==> config.mk <==
export PLATFORM = sky130hd
export DESIGN_NAME = decode_queue
export DESIGN_NICKNAME = d
export VERILOG_FILES = /design/src/rtl/decode_queue.sv
export SDC_FILE = /design/constraint.sdc
export NUM_CORES = 1
export LEC_CHECK = 0
export ABC_AREA = 1
export BUFFER_PORTS_ARGS = -buffer_cell sky130_fd_sc_hd__buf_2
export CAP_MARGIN = 20
export CORE_ASPECT_RATIO = 0.5
export CORE_MARGIN = 2
export CORE_UTILIZATION = 44
export CTS_CLUSTER_SIZE = 8
export DETAILED_ROUTE_END_ITERATION = 10
export SLEW_MARGIN = 20
export SYNTH_ARGS = -nofsm -noshare
export SYNTH_HDL_FRONTEND = slang
export SYNTH_SLANG_ARGS = --single-unit
==> constraint.sdc <==
create_clock -name clk -period 1.75 [get_ports clk]
set_input_delay 0.0875 -clock clk [delete_from_list [all_inputs] [get_ports clk]]
set_output_delay 0.0875 -clock clk [all_outputs]
set_load 0.01 [all_outputs]
==> src/rtl/decode_queue.sv <==
// decode_queue
//   Decodes one RV32I instruction per cycle into a micro-op and buffers it in a
//   DEPTH-entry FIFO that the dispatcher drains with a valid/ready handshake.
//   Also produces the next-fetch PC combinationally from the incoming word.
//
// Ports
//   clk, rst          clock, asynchronous active-low reset
//   rdy               global enable; 0 freezes pointers/count and blocks I/O
//   flush             synchronous FIFO clear (mispredict recovery)
//   in_valid/in_ready fetch handshake; in_inst/in_pc/in_predict payload
//   pred_target       next-fetch PC for the presented instruction (comb)
//   out_valid/out_ready dispatch handshake for the head entry
//   out_*             head entry fields (shown at all times)
//   count             number of occupied entries
//
// newop encoding (OPW = 5):
//   0 NOP  1 ADD  2 SUB  3 SLL  4 SLT  5 SLTU 6 XOR  7 SRL  8 SRA  9 OR  10 AND
//   11 LB 12 LH 13 LW 14 LBU 15 LHU 16 SB 17 SH 18 SW
//   19 BEQ 20 BNE 21 BLT 22 BGE 23 BLTU 24 BGEU 25 LUI 26 AUIPC 27 JAL 28 JALR
module decode_queue #(
  parameter int XLEN  = 32,
  parameter int DEPTH = 4,
  parameter int OPW   = 5
) (
  input  logic                       clk,
  input  logic                       rst,
  input  logic                       rdy,
  input  logic                       flush,
  input  logic                       in_valid,
  output logic                       in_ready,
  input  logic [31:0]                in_inst,
  input  logic [XLEN-1:0]            in_pc,
  input  logic                       in_predict,
  output logic [XLEN-1:0]            pred_target,
  output logic                       out_valid,
  input  logic                       out_ready,
  output logic [OPW-1:0]             out_newop,
  output logic [XLEN-1:0]            out_pc,
  output logic [4:0]                 out_rs1,
  output logic [4:0]                 out_rs2,
  output logic [4:0]                 out_rd,
  output logic [XLEN-1:0]            out_imm,
  output logic                       out_wr_rd,
  output logic                       out_is_branch,
  output logic                       out_is_mem,
  output logic                       out_predict,
  output logic                       out_illegal,
  output logic [$clog2(DEPTH+1)-1:0] count
);

  localparam int PW = $clog2(DEPTH);
  localparam int CW = $clog2(DEPTH + 1);

  localparam logic [6:0] OPC_RI     = 7'b0010011;
  localparam logic [6:0] OPC_RR     = 7'b0110011;
  localparam logic [6:0] OPC_LOAD   = 7'b0000011;
  localparam logic [6:0] OPC_STORE  = 7'b0100011;
  localparam logic [6:0] OPC_BRANCH = 7'b1100011;
  localparam logic [6:0] OPC_LUI    = 7'b0110111;
  localparam logic [6:0] OPC_AUIPC  = 7'b0010111;
  localparam logic [6:0] OPC_JAL    = 7'b1101111;
  localparam logic [6:0] OPC_JALR   = 7'b1100111;

  localparam logic [OPW-1:0] OP_NOP   = OPW'(5'd0);
  localparam logic [OPW-1:0] OP_ADD   = OPW'(5'd1);
  localparam logic [OPW-1:0] OP_SUB   = OPW'(5'd2);
  localparam logic [OPW-1:0] OP_SLL   = OPW'(5'd3);
  localparam logic [OPW-1:0] OP_SLT   = OPW'(5'd4);
  localparam logic [OPW-1:0] OP_SLTU  = OPW'(5'd5);
  localparam logic [OPW-1:0] OP_XOR   = OPW'(5'd6);
  localparam logic [OPW-1:0] OP_SRL   = OPW'(5'd7);
  localparam logic [OPW-1:0] OP_SRA   = OPW'(5'd8);
  localparam logic [OPW-1:0] OP_OR    = OPW'(5'd9);
  localparam logic [OPW-1:0] OP_AND   = OPW'(5'd10);
  localparam logic [OPW-1:0] OP_LB    = OPW'(5'd11);
  localparam logic [OPW-1:0] OP_LH    = OPW'(5'd12);
  localparam logic [OPW-1:0] OP_LW    = OPW'(5'd13);
  localparam logic [OPW-1:0] OP_LBU   = OPW'(5'd14);
  localparam logic [OPW-1:0] OP_LHU   = OPW'(5'd15);
  localparam logic [OPW-1:0] OP_SB    = OPW'(5'd16);
  localparam logic [OPW-1:0] OP_SH    = OPW'(5'd17);
  localparam logic [OPW-1:0] OP_SW    = OPW'(5'd18);
  localparam logic [OPW-1:0] OP_BEQ   = OPW'(5'd19);
  localparam logic [OPW-1:0] OP_BNE   = OPW'(5'd20);
  localparam logic [OPW-1:0] OP_BLT   = OPW'(5'd21);
  localparam logic [OPW-1:0] OP_BGE   = OPW'(5'd22);
  localparam logic [OPW-1:0] OP_BLTU  = OPW'(5'd23);
  localparam logic [OPW-1:0] OP_BGEU  = OPW'(5'd24);
  localparam logic [OPW-1:0] OP_LUI   = OPW'(5'd25);
  localparam logic [OPW-1:0] OP_AUIPC = OPW'(5'd26);
  localparam logic [OPW-1:0] OP_JAL   = OPW'(5'd27);
  localparam logic [OPW-1:0] OP_JALR  = OPW'(5'd28);

  localparam logic [2:0] FMT_Z = 3'd0;
  localparam logic [2:0] FMT_I = 3'd1;
  localparam logic [2:0] FMT_S = 3'd2;
  localparam logic [2:0] FMT_B = 3'd3;
  localparam logic [2:0] FMT_U = 3'd4;
  localparam logic [2:0] FMT_J = 3'd5;

  typedef struct packed {
    logic [OPW-1:0]  op;
    logic [XLEN-1:0] pc;
    logic [4:0]      rs1;
    logic [4:0]      rs2;
    logic [4:0]      rd;
    logic [XLEN-1:0] imm;
    logic            wr_rd;
    logic            is_branch;
    logic            is_mem;
    logic            predict;
    logic            illegal;
  } entry_t;

  // Integer op shared by RR and RI; bit 30 selects SUB only for register form,
  // since in ADDI that bit is part of the immediate.
  function automatic logic [OPW-1:0] alu_op(input logic [2:0] f3, input logic b30,
                                            input logic is_imm);
    logic [OPW-1:0] op;
    case (f3)
      3'b000:  op = (b30 && !is_imm) ? OP_SUB : OP_ADD;
      3'b001:  op = OP_SLL;
      3'b010:  op = OP_SLT;
      3'b011:  op = OP_SLTU;
      3'b100:  op = OP_XOR;
      3'b101:  op = b30 ? OP_SRA : OP_SRL;
      3'b110:  op = OP_OR;
      3'b111:  op = OP_AND;
      default: op = OP_NOP;
    endcase
    return op;
  endfunction

  logic [6:0]      w_opc;
  logic [2:0]      w_f3;
  logic [4:0]      w_rd_f;
  logic [4:0]      w_rs1_f;
  logic [4:0]      w_rs2_f;
  logic [31:0]     w_imm_i;
  logic [31:0]     w_imm_s;
  logic [31:0]     w_imm_b;
  logic [31:0]     w_imm_u;
  logic [31:0]     w_imm_j;
  logic [OPW-1:0]  w_op;
  logic            w_legal;
  logic [2:0]      w_fmt;
  logic            w_writes;
  logic            w_use_rs1;
  logic            w_use_rs2;
  logic            w_branch;
  logic            w_mem;
  logic [XLEN-1:0] w_imm;
  entry_t          w_ent;
  entry_t          w_head;
  logic            w_push;
  logic            w_pop;

  entry_t          r_mem [DEPTH];
  logic [PW-1:0]   r_head;
  logic [PW-1:0]   r_tail;
  logic [CW-1:0]   r_count;

  assign w_opc   = in_inst[6:0];
  assign w_f3    = in_inst[14:12];
  assign w_rd_f  = in_inst[11:7];
  assign w_rs1_f = in_inst[19:15];
  assign w_rs2_f = in_inst[24:20];

  assign w_imm_i = {{20{in_inst[31]}}, in_inst[31:20]};
  assign w_imm_s = {{20{in_inst[31]}}, in_inst[31:25], in_inst[11:7]};
  assign w_imm_b = {{19{in_inst[31]}}, in_inst[31], in_inst[7], in_inst[30:25],
                    in_inst[11:8], 1'b0};
  assign w_imm_u = {in_inst[31:12], 12'h000};
  assign w_imm_j = {{11{in_inst[31]}}, in_inst[31], in_inst[19:12], in_inst[20],
                    in_inst[30:21], 1'b0};

  // Opcode/funct3 classification into op, immediate format and side flags.
  always_comb begin
    w_op      = OP_NOP;
    w_legal   = 1'b1;
    w_fmt     = FMT_Z;
    w_writes  = 1'b0;
    w_use_rs1 = 1'b1;
    w_use_rs2 = 1'b0;
    w_branch  = 1'b0;
    w_mem     = 1'b0;
    case (w_opc)
      OPC_RI: begin
        w_fmt    = FMT_I;
        w_writes = 1'b1;
        // The canonical NOP encoding is reported as NOP rather than ADD.
        if (in_inst == 32'h0000_0013) begin
          w_op = OP_NOP;
        end else begin
          w_op = alu_op(w_f3, in_inst[30], 1'b1);
        end
      end
      OPC_RR: begin
        w_writes  = 1'b1;
        w_use_rs2 = 1'b1;
        w_op      = alu_op(w_f3, in_inst[30], 1'b0);
      end
      OPC_LOAD: begin
        w_fmt    = FMT_I;
        w_writes = 1'b1;
        w_mem    = 1'b1;
        case (w_f3)
          3'b000:  w_op = OP_LB;
          3'b001:  w_op = OP_LH;
          3'b010:  w_op = OP_LW;
          3'b100:  w_op = OP_LBU;
          3'b101:  w_op = OP_LHU;
          default: w_legal = 1'b0;
        endcase
      end
      OPC_STORE: begin
        w_fmt     = FMT_S;
        w_use_rs2 = 1'b1;
        w_mem     = 1'b1;
        case (w_f3)
          3'b000:  w_op = OP_SB;
          3'b001:  w_op = OP_SH;
          3'b010:  w_op = OP_SW;
          default: w_legal = 1'b0;
        endcase
      end
      OPC_BRANCH: begin
        w_fmt     = FMT_B;
        w_use_rs2 = 1'b1;
        w_branch  = 1'b1;
        case (w_f3)
          3'b000:  w_op = OP_BEQ;
          3'b001:  w_op = OP_BNE;
          3'b100:  w_op = OP_BLT;
          3'b101:  w_op = OP_BGE;
          3'b110:  w_op = OP_BLTU;
          3'b111:  w_op = OP_BGEU;
          default: w_legal = 1'b0;
        endcase
      end
      OPC_LUI: begin
        w_fmt     = FMT_U;
        w_writes  = 1'b1;
        w_use_rs1 = 1'b0;
        w_op      = OP_LUI;
      end
      OPC_AUIPC: begin
        w_fmt    = FMT_U;
        w_writes = 1'b1;
        w_op     = OP_AUIPC;
      end
      OPC_JAL: begin
        w_fmt     = FMT_J;
        w_writes  = 1'b1;
        w_use_rs1 = 1'b0;
        w_op      = OP_JAL;
      end
      OPC_JALR: begin
        w_fmt    = FMT_I;
        w_writes = 1'b1;
        if (w_f3 == 3'b000) begin
          w_op = OP_JALR;
        end else begin
          w_legal = 1'b0;
        end
      end
      default: w_legal = 1'b0;
    endcase
  end

  // Format-selected immediate; U is zero-extended, the rest sign-extended.
  always_comb begin
    w_imm = '0;
    if (w_legal) begin
      case (w_fmt)
        FMT_I:   w_imm = XLEN'($signed(w_imm_i));
        FMT_S:   w_imm = XLEN'($signed(w_imm_s));
        FMT_B:   w_imm = XLEN'($signed(w_imm_b));
        FMT_U:   w_imm = XLEN'(w_imm_u);
        FMT_J:   w_imm = XLEN'($signed(w_imm_j));
        default: w_imm = '0;
      endcase
    end else begin
      w_imm = '0;
    end
  end

  // Assemble the entry; an illegal word degrades to a non-writing NOP.
  always_comb begin
    w_ent           = '0;
    w_ent.op        = w_legal ? w_op : OP_NOP;
    w_ent.pc        = in_pc;
    w_ent.rs1       = w_use_rs1 ? w_rs1_f : 5'd0;
    w_ent.rs2       = (w_legal && w_use_rs2) ? w_rs2_f : 5'd0;
    w_ent.rd        = w_rd_f;
    w_ent.imm       = w_imm;
    w_ent.wr_rd     = w_legal && w_writes && (w_rd_f != 5'd0);
    w_ent.is_branch = w_legal && w_branch;
    w_ent.is_mem    = w_legal && w_mem;
    w_ent.predict   = in_predict;
    w_ent.illegal   = !w_legal;
  end

  // Next-fetch PC: taken-predicted branches and JAL redirect, else fall through.
  always_comb begin
    pred_target = in_pc + XLEN'(32'd4);
    if (w_legal && w_branch && in_predict) begin
      pred_target = in_pc + XLEN'($signed(w_imm_b));
    end else if (w_opc == OPC_JAL) begin
      pred_target = in_pc + XLEN'($signed(w_imm_j));
    end else begin
      pred_target = in_pc + XLEN'(32'd4);
    end
  end

  // Handshakes depend only on registered count and rdy (no full bypass).
  assign in_ready  = rdy && (r_count < CW'(DEPTH));
  assign out_valid = rdy && (r_count != '0);
  assign w_push    = in_valid && in_ready && !flush;
  assign w_pop     = out_valid && out_ready && !flush;

  // Pointer and occupancy state; flush (while enabled) empties the queue.
  always_ff @(posedge clk or negedge rst) begin
    if (!rst) begin
      r_head  <= '0;
      r_tail  <= '0;
      r_count <= '0;
    end else if (rdy && flush) begin
      r_head  <= '0;
      r_tail  <= '0;
      r_count <= '0;
    end else begin
      if (w_push) begin
        r_tail <= r_tail + PW'(1);
      end
      if (w_pop) begin
        r_head <= r_head + PW'(1);
      end
      case ({w_push, w_pop})
        2'b10:   r_count <= r_count + CW'(1);
        2'b01:   r_count <= r_count - CW'(1);
        default: r_count <= r_count;
      endcase
    end
  end

  // Entry storage; cleared only by reset, flush leaves contents in place.
  always_ff @(posedge clk or negedge rst) begin
    if (!rst) begin
      for (int i = 0; i < DEPTH; i++) begin
        r_mem[i] <= '0;
      end
    end else if (w_push) begin
      r_mem[r_tail] <= w_ent;
    end
  end

  assign w_head        = r_mem[r_head];
  assign out_newop     = w_head.op;
  assign out_pc        = w_head.pc;
  assign out_rs1       = w_head.rs1;
  assign out_rs2       = w_head.rs2;
  assign out_rd        = w_head.rd;
  assign out_imm       = w_head.imm;
  assign out_wr_rd     = w_head.wr_rd;
  assign out_is_branch = w_head.is_branch;
  assign out_is_mem    = w_head.is_mem;
  assign out_predict   = w_head.predict;
  assign out_illegal   = w_head.illegal;
  assign count         = r_count;

endmodule

==> results.toml, run 1 <==
[status]
status = "finished, violations left"
violations = "negative setup slack"

[timing]
worstMarginPinSlew_ps = 438
fmax_mhz = 467
period_share = 1.22
slew_headroom = 0.707
fin_ws_ps = -393
finalMaxSlewViolations = 0
final-hold-violation-count = 0
finalSetupViolCount = 113
finalClockSkew_ps = 39.6
hold-worst-slack_ps = 13.4
finalCriticalPeriod_ps = 2140
rsz0062_at_grt = "yes"

[pwr]
ir_drop_v = 0.000834
power_density_nw_per_um2 = 1060
finalPower_mw = 32.4
total_leakage_power_nw = 15.0

[logic_synthesis]
synth-seq-area-share = 0.427
synthCells = 3035
synth_nets = 3157
ys_ff_latch = 363
synth_warnings = 0
synth.avg_cell_area_sq_um = 7.01
mappedNetlistArea_sq_um = 21300
synth_edf_count = 0
synth_cell_types = 43
async_reset_ff_frac = 1.00
ys.flop_type = "dfrtp_1"

[floorplan]
std_cell_rows = 56
io_pins = 197
core_sq_um = 47300
initial_core_util = 0.450
dieArea_sq_um = 50300
fp.dieH_microns = 160
die_w_microns = 315

[critical_path]
crit_type = "register to output pin"
crit_required_ps = 1660
arrival_ps = 2060
worst-path-max-fanout = 15
cp-end-kind = "output pin"
cp-start-kind = "register"

[final_layout]
drive_above_1_share = 0.312
final_nets = 3692
mostFrequentLayoutCells = "nand2_1 (795), o21ai_0 (374), dfrtp_1 (361), buf_4 (347), nor2_1 (256)"
mostFrequentLayoutCell = "nand2_1"
area_delta_synth_final_pct = 43.6

[placement]
gp_congestion = 0.980
dpl.hpwl_microns = 55400
port_buffers = 196

[clock_tree]
cts_tree = "built"
cts.sinks = 363
clk_path_buf_depth = 3
root_buffer = "clkbuf_16"
path_clk_slew_ps = 50
cts_buffers = 51
clkLatencyLatePin_ps = 580
htreeDepth = 2

[drt]
drc = 0
vias_per_cell = 5.50
wirelength_microns = 80500
dr.first_iter.drc_count = 2358
drtAntennaViolNets = 0
first_pass_iters = 6
vias = 23200
wl_per_cell_microns = 19.1

[global_route]
grt_pass1_wl_microns = 123000
grt_use_total = 0.311
grt_max_degree = 54
grt_pass1_vias = 21700
grt_antenna_before_repair = 1
overflow = 0

[job]
maxCapViolCount = 0

[hold_path]
hold_class = "primary input to register"
## logic make-up (layout without fill, tap and decap cells)
kind of cell               after synthesis  count (layout)  share of synthesized area
AOI/OAI and AO/OA                      739             739                      0.182
xor gates and xnor gates                31              31                     0.0128
adders and majority gates               51              51                     0.0310
buffers and inverters                  384             922                     0.0697
DFF                                    363             363                      0.427
other                                    0               1                          0
and+or+nand+nor                       1467            1467                      0.278
## cell usage after synthesis, types with 6 or more instances
library cell	number	area, sq um
nand4_1	21	131
dfrtp_1	363	9080
clkbuf_1	122	458
ha_1	48	601
buf_1	9	33.8
o22ai_1	95	594
a21oi_1	54	270
nand2_1	929	3490
o21ai_1	138	691
nand3_2	8	80.1
inv_2	7	26.3
nor2_1	315	1180
xnor2_1	9	78.8
nand3_1	134	671
buf_2	13	65.1
nor2_2	6	37.5
o21ai_0	431	2160
xor2_1	22	193
o211ai_1	6	45.0
nor3_1	27	135
inv_1	220	826
or2_2	8	50.1
clkinv_1	7	26.3
## path summary, 6_finish.rpt
kind	startpoint	end	slack, ps	cells after the start
worst max-delay path	r_head[0]	out_imm[3]	-390	5
worst min-delay path	in_inst[10]	r_mem[218]	10	4
worst max register to register	count[2]	r_mem[92]	100	7
worst min register to register	r_mem[125]	r_mem[125]	470	2
max in group asynchronous	rst	r_mem[81]	990	3
min in group asynchronous	rst	r_mem[240]	60	2
## power breakdown
part	internal, mW	switching, mW
registers	10.2	0.972
clock network	5.15	3.59
logic	5.31	7.25
total	20.6	11.8
## metrics by stage
stage / utilization / TNS [ps] / cell area, sq um / setup WS [ps] / std cells
6_report: 0.646 / -31560 / 30600 / -393 / 4212
5_1_grt: 0.646 / -39000 / 30600 / -466 / 4212
4_1_cts: 0.613 / -32940 / 29000 / -406 / 4180
3_5_place_dp: 0.544 / -15840 / 25800 / -453 / 4092
3_3_place_gp: 0.544 / -12690 / 25800 / -483 / 4092
2_1_floorplan: - / 0 / 21300 / 20.0 / 3035
## layer usage
metal	vias to the layer above	part of all wire	track usage
met3	169	0.076	0.0533
met4	0	0.035	0.103
met5	-	0	0
li1	11000	-	-
met2	911	0.44	0.472
met1	11000	0.44	0.449
## final cells by class
type | count | area [sq um]
Multi-Input combinational cell | 2288 | 13000
Antenna cell | 1 | 2.50
Clock inverter | 4 | 73.8
Inverter | 234 | 902
Sequential cell | 363 | 9090
Timing Repair Buffer | 632 | 5390
Fill cell | 4045 | 16700
Tap cell | 638 | 798
Clock buffer | 52 | 1280
## worst max-delay path, cell delays in order (launching register included)
cell and delay [ps]:
dfrtp_4 490, buf_12 210, buf_6 190, o21ai_0 110
o22ai_1 280, buf_2 190
## repair_timing
| item | in CTS | in global routing |
|---|---|---|
| buffers inserted | 15 | 31 |
| hold endpoints to repair | 388 | 3 |
| gates cloned | 8 | 1 |
| pin swaps | 90 | 171 |
| setup endpoints to repair | 126 | 429 |
| resized for setup | 319 | 379 |
| hold buffers | 9 | 1 |
## state kept, by name, indices dropped and copies added, names as in the netlist
register,count
r_tail,2
r_head,2
count,3
r_mem,356
No activity file was read; power rests on OpenSTA's default activity.
==> run 2, diff against run 1 <==
--- a/config.mk
+++ b/config.mk
@@ -5,12 +5,12 @@
 export SDC_FILE = /design/constraint.sdc
 export NUM_CORES = 1
 export LEC_CHECK = 0
-export ABC_AREA = 1
+export ABC_AREA = 0
 export BUFFER_PORTS_ARGS = -buffer_cell sky130_fd_sc_hd__buf_2
 export CAP_MARGIN = 20
 export CORE_ASPECT_RATIO = 0.5
-export CORE_MARGIN = 2
 export CORE_UTILIZATION = 44
+export CTS_BUF_LIST = sky130_fd_sc_hd__clkbuf_16
 export CTS_CLUSTER_SIZE = 8
 export DETAILED_ROUTE_END_ITERATION = 10
 export SLEW_MARGIN = 20
==> run 2 against run 1 <==
The run still ends with negative setup slack left. Maximum frequency down 16%. Critical path type is now primary input to output pin. Design area up 6.2%. Sequential cell count unchanged. Combinational power up 13%. Sequential power up 5%. First-iteration DRC count down 14%. Non-clock buffer count up 134. Clock power up 2.6%. Hold slack better by 20 ps. Sequential share of layout area down 1.7 points.
==> results.toml, run 2 <==
[status]
status = "finished, violations left"
violations = "negative setup slack"

[logic_synthesis]
synthCells = 1908
synth.avg_cell_area_sq_um = 10.6
synth_compound_area_frac = 0.149
synth_nets = 2030
yosys-top-cells-area = "dfrtp_1 (45%), mux2_2 (10%), mux4_2 (9.9%)"
synth_edf_count = 0
synth_xor_area_frac = 0.0212
ys_ff_latch = 363
synth_top_cells_by_count = "dfrtp_1 (363), nand2_1 (305), o21ai_0 (219)"
muxShareOfSynthArea = 0.202
ys.flop_type = "dfrtp_1"
synth-seq-area-share = 0.448
yosysTopAreaCell = "dfrtp_1"
synth_warnings = 0
synth-simple-area-share = 0.116
synth_top_area_share = 0.448
synth_most_common_cell = "dfrtp_1"
async_reset_ff_frac = 1.00
mappedNetlistArea_sq_um = 20300
synth_top_family_by_area = "multiplexers"
synth-adder-area-share = 0.0326
synth_cell_types = 80

[pwr]
p_seq_frac = 0.333
total_leakage_power_nw = 14.5
combPwrFrac = 0.409
power_density_nw_per_um2 = 1070
p_sw_mw = 11.1
switching_share = 0.319
p_int_mw = 23.7
clock_power_share = 0.258
ir_drop_v = 0.000678

[clock_tree]
cts_tree = "built"
cts_buffers = 51
htreeDepth = 2
root_buffer = "clkbuf_16"
clkLatencyLatePin_ps = 600
path_clk_slew_ps = 50
clk_path_buf_depth = 3
cts.sinks = 363

[global_route]
grt_antenna_before_repair = 2
overflow = 0
grt_pass1_wl_microns = 116000
grt_pass1_vias = 19200
grt_use_total = 0.323
grt_max_degree = 60

[timing]
period_share = 1.46
rsz0062_at_grt = "yes"
worstMarginPinSlew_ps = 831
slew_headroom = 0.446
finalClockSkew_ps = 25.7
finalMaxSlewViolations = 0
final-hold-violation-count = 0
finalCriticalPeriod_ps = 2560
finalSetupViolCount = 472
fmax_mhz = 391
fin_ws_ps = -806

[final_layout]
mostFrequentLayoutCells = "dfrtp_1 (359), buf_4 (330), mux2_2 (175), nand2_1 (172), buf_6 (145)"
final_nets = 2720
utilization = 0.716
largest_reg_flops = 356
drive_above_1_share = 0.555
finalInstanceArea_sq_um = 32500
area_delta_synth_final_pct = 60.1
mostFrequentLayoutCell = "dfrtp_1"
top_register = "r_mem"

[drt]
wl_per_cell_microns = 25.4
first_pass_iters = 7
drtAntennaViolNets = 0
drc = 0
vias = 19500
dr.first_iter.drc_count = 2031
wirelength_microns = 81500
vias_per_cell = 6.09

[floorplan]
initial_core_util = 0.447
fp.dieH_microns = 154
die_w_microns = 306
std_cell_rows = 55
core_sq_um = 45300
dieArea_sq_um = 47000
io_pins = 197

[critical_path]
cp_cell_sequence = "buf_8 -> ha_4 -> inv_2 -> fa_2 -> nand2b_4 -> a211oi_4 -> o2111ai_4 -> a21oi_4 -> or3_4 -> a31oi_4 -> xor2_1 -> a221oi_2 -> buf_2"
crit_type = "primary input to output pin"
arrival_ps = 2470
worst-path-max-fanout = 3
slowest_stage = "fa_2"
cp-end-kind = "output pin"
cp-start-kind = "primary input"
crit_required_ps = 1660
cp_slowest_stage_delay_ps = 330

[placement]
port_buffers = 196
place_area_sq_um = 25200
gp_congestion = 0.936
dpl.hpwl_microns = 46100

[hold_path]
hold_class = "primary input to register"

[job]
maxCapViolCount = 0
## run 2: cell count changes after synthesis, sizes merged, moves of 27 or more
cell    before  now
a21oi       54   84
nand3      142   26
mux4         0   89
clkbuf     122   77
o21ai      569  230
inv        227   24
mux2         0  180
buf         28   55
a21o         2   29
nand2      933  306
o22ai       95   15
nor2       322   72
## run 2: kinds of logic (layout without fill, tap and decap cells)
family,count (synthesis),after routing
xor gates and xnor gates,49,49
other,0,2
AOI/OAI and AO/OA,487,487
adders and majority gates,51,51
and+or+nand+nor,526,529
DFF,363,363
buffers and inverters,156,849
muxes,276,276
## run 2: worst paths after layout
check                            from              end  slack [ps]  cells past startpoint
setup / recovery             in_pc[1]  pred_target[29]        -810                     13
hold / removal              in_pc[31]       r_mem[350]          30                      3
setup reg to reg             count[2]       r_mem[326]        -320                      9
hold reg to reg            r_mem[303]       r_mem[303]         480                      2
max in group asynchronous         rst        r_head[0]        1030                      3
min in group asynchronous         rst         r_mem[7]         140                      3
## run 2: metrics by stage
stage / hold slack [ps] / total power, mW / cells / setup TNS, ps / setup WS [ps]
CTS: 0.384 / 33.8 / 3172 / -104020 / -815
global route: 33.6 / 36.0 / 3204 / -154910 / -862
detailed placement: -35.9 / 21.8 / 2947 / -91140 / -1030
global placement: -36.3 / 21.6 / 2947 / -87970 / -1000
finish: 33.5 / 34.7 / 3204 / -130710 / -806
floorplan: -208 / 17.6 / 1908 / -21100 / -429
## run 2: power by group through the flow
stage | Combinational (mW) | Sequential (mW) | Clock [mW]
finish | 14.2 | 11.6 | 8.97
global route | 14.9 | 11.8 | 9.37
CTS | 13.4 | 11.4 | 8.99
detailed placement | 10.3 | 11.5 | 0
global placement | 10.2 | 11.4 | 0
floorplan | 6.51 | 11.1 | 0
## run 2: area by class of cell
class                   count  area (sq um)
clock buffers              52          1300
inverters                  24          90.1
fillers                  2918         12900
repair buffers            766          8220
flip-flops and latches    363          9090
diodes                      2          5.00
clock inverters             7          70.1
multi-input cells        1392         12900
well taps                 598           748
## run 2: timing repair
action                                  in CTS  in global routing
hold buffers                                45                  2
pin swaps                                   87                 79
cloned                                      49                 18
endpoints found under the setup margin     441                477
gates resized for setup                    416                371
endpoints found under the hold margin      493                  6
setup buffers                               74                 39
## run 2: layer usage
layer / vias to the layer above / GRT usage / share of wire
met1: 9866 / 0.432 / 0.40
met4: 0 / 0.121 / 0.051
li1: 8420 / - / -
met5: - / 0 / 0
met2: 940 / 0.528 / 0.47
met3: 272 / 0.0558 / 0.078
## run 2: worst max-delay path, delay by kind of cell
kind,cells,cell delay (ps)
compound gates,5,1090
fa+ha+maj,2,470
simple gates,2,350
buf+inv,3,310
xor+xnor,1,160
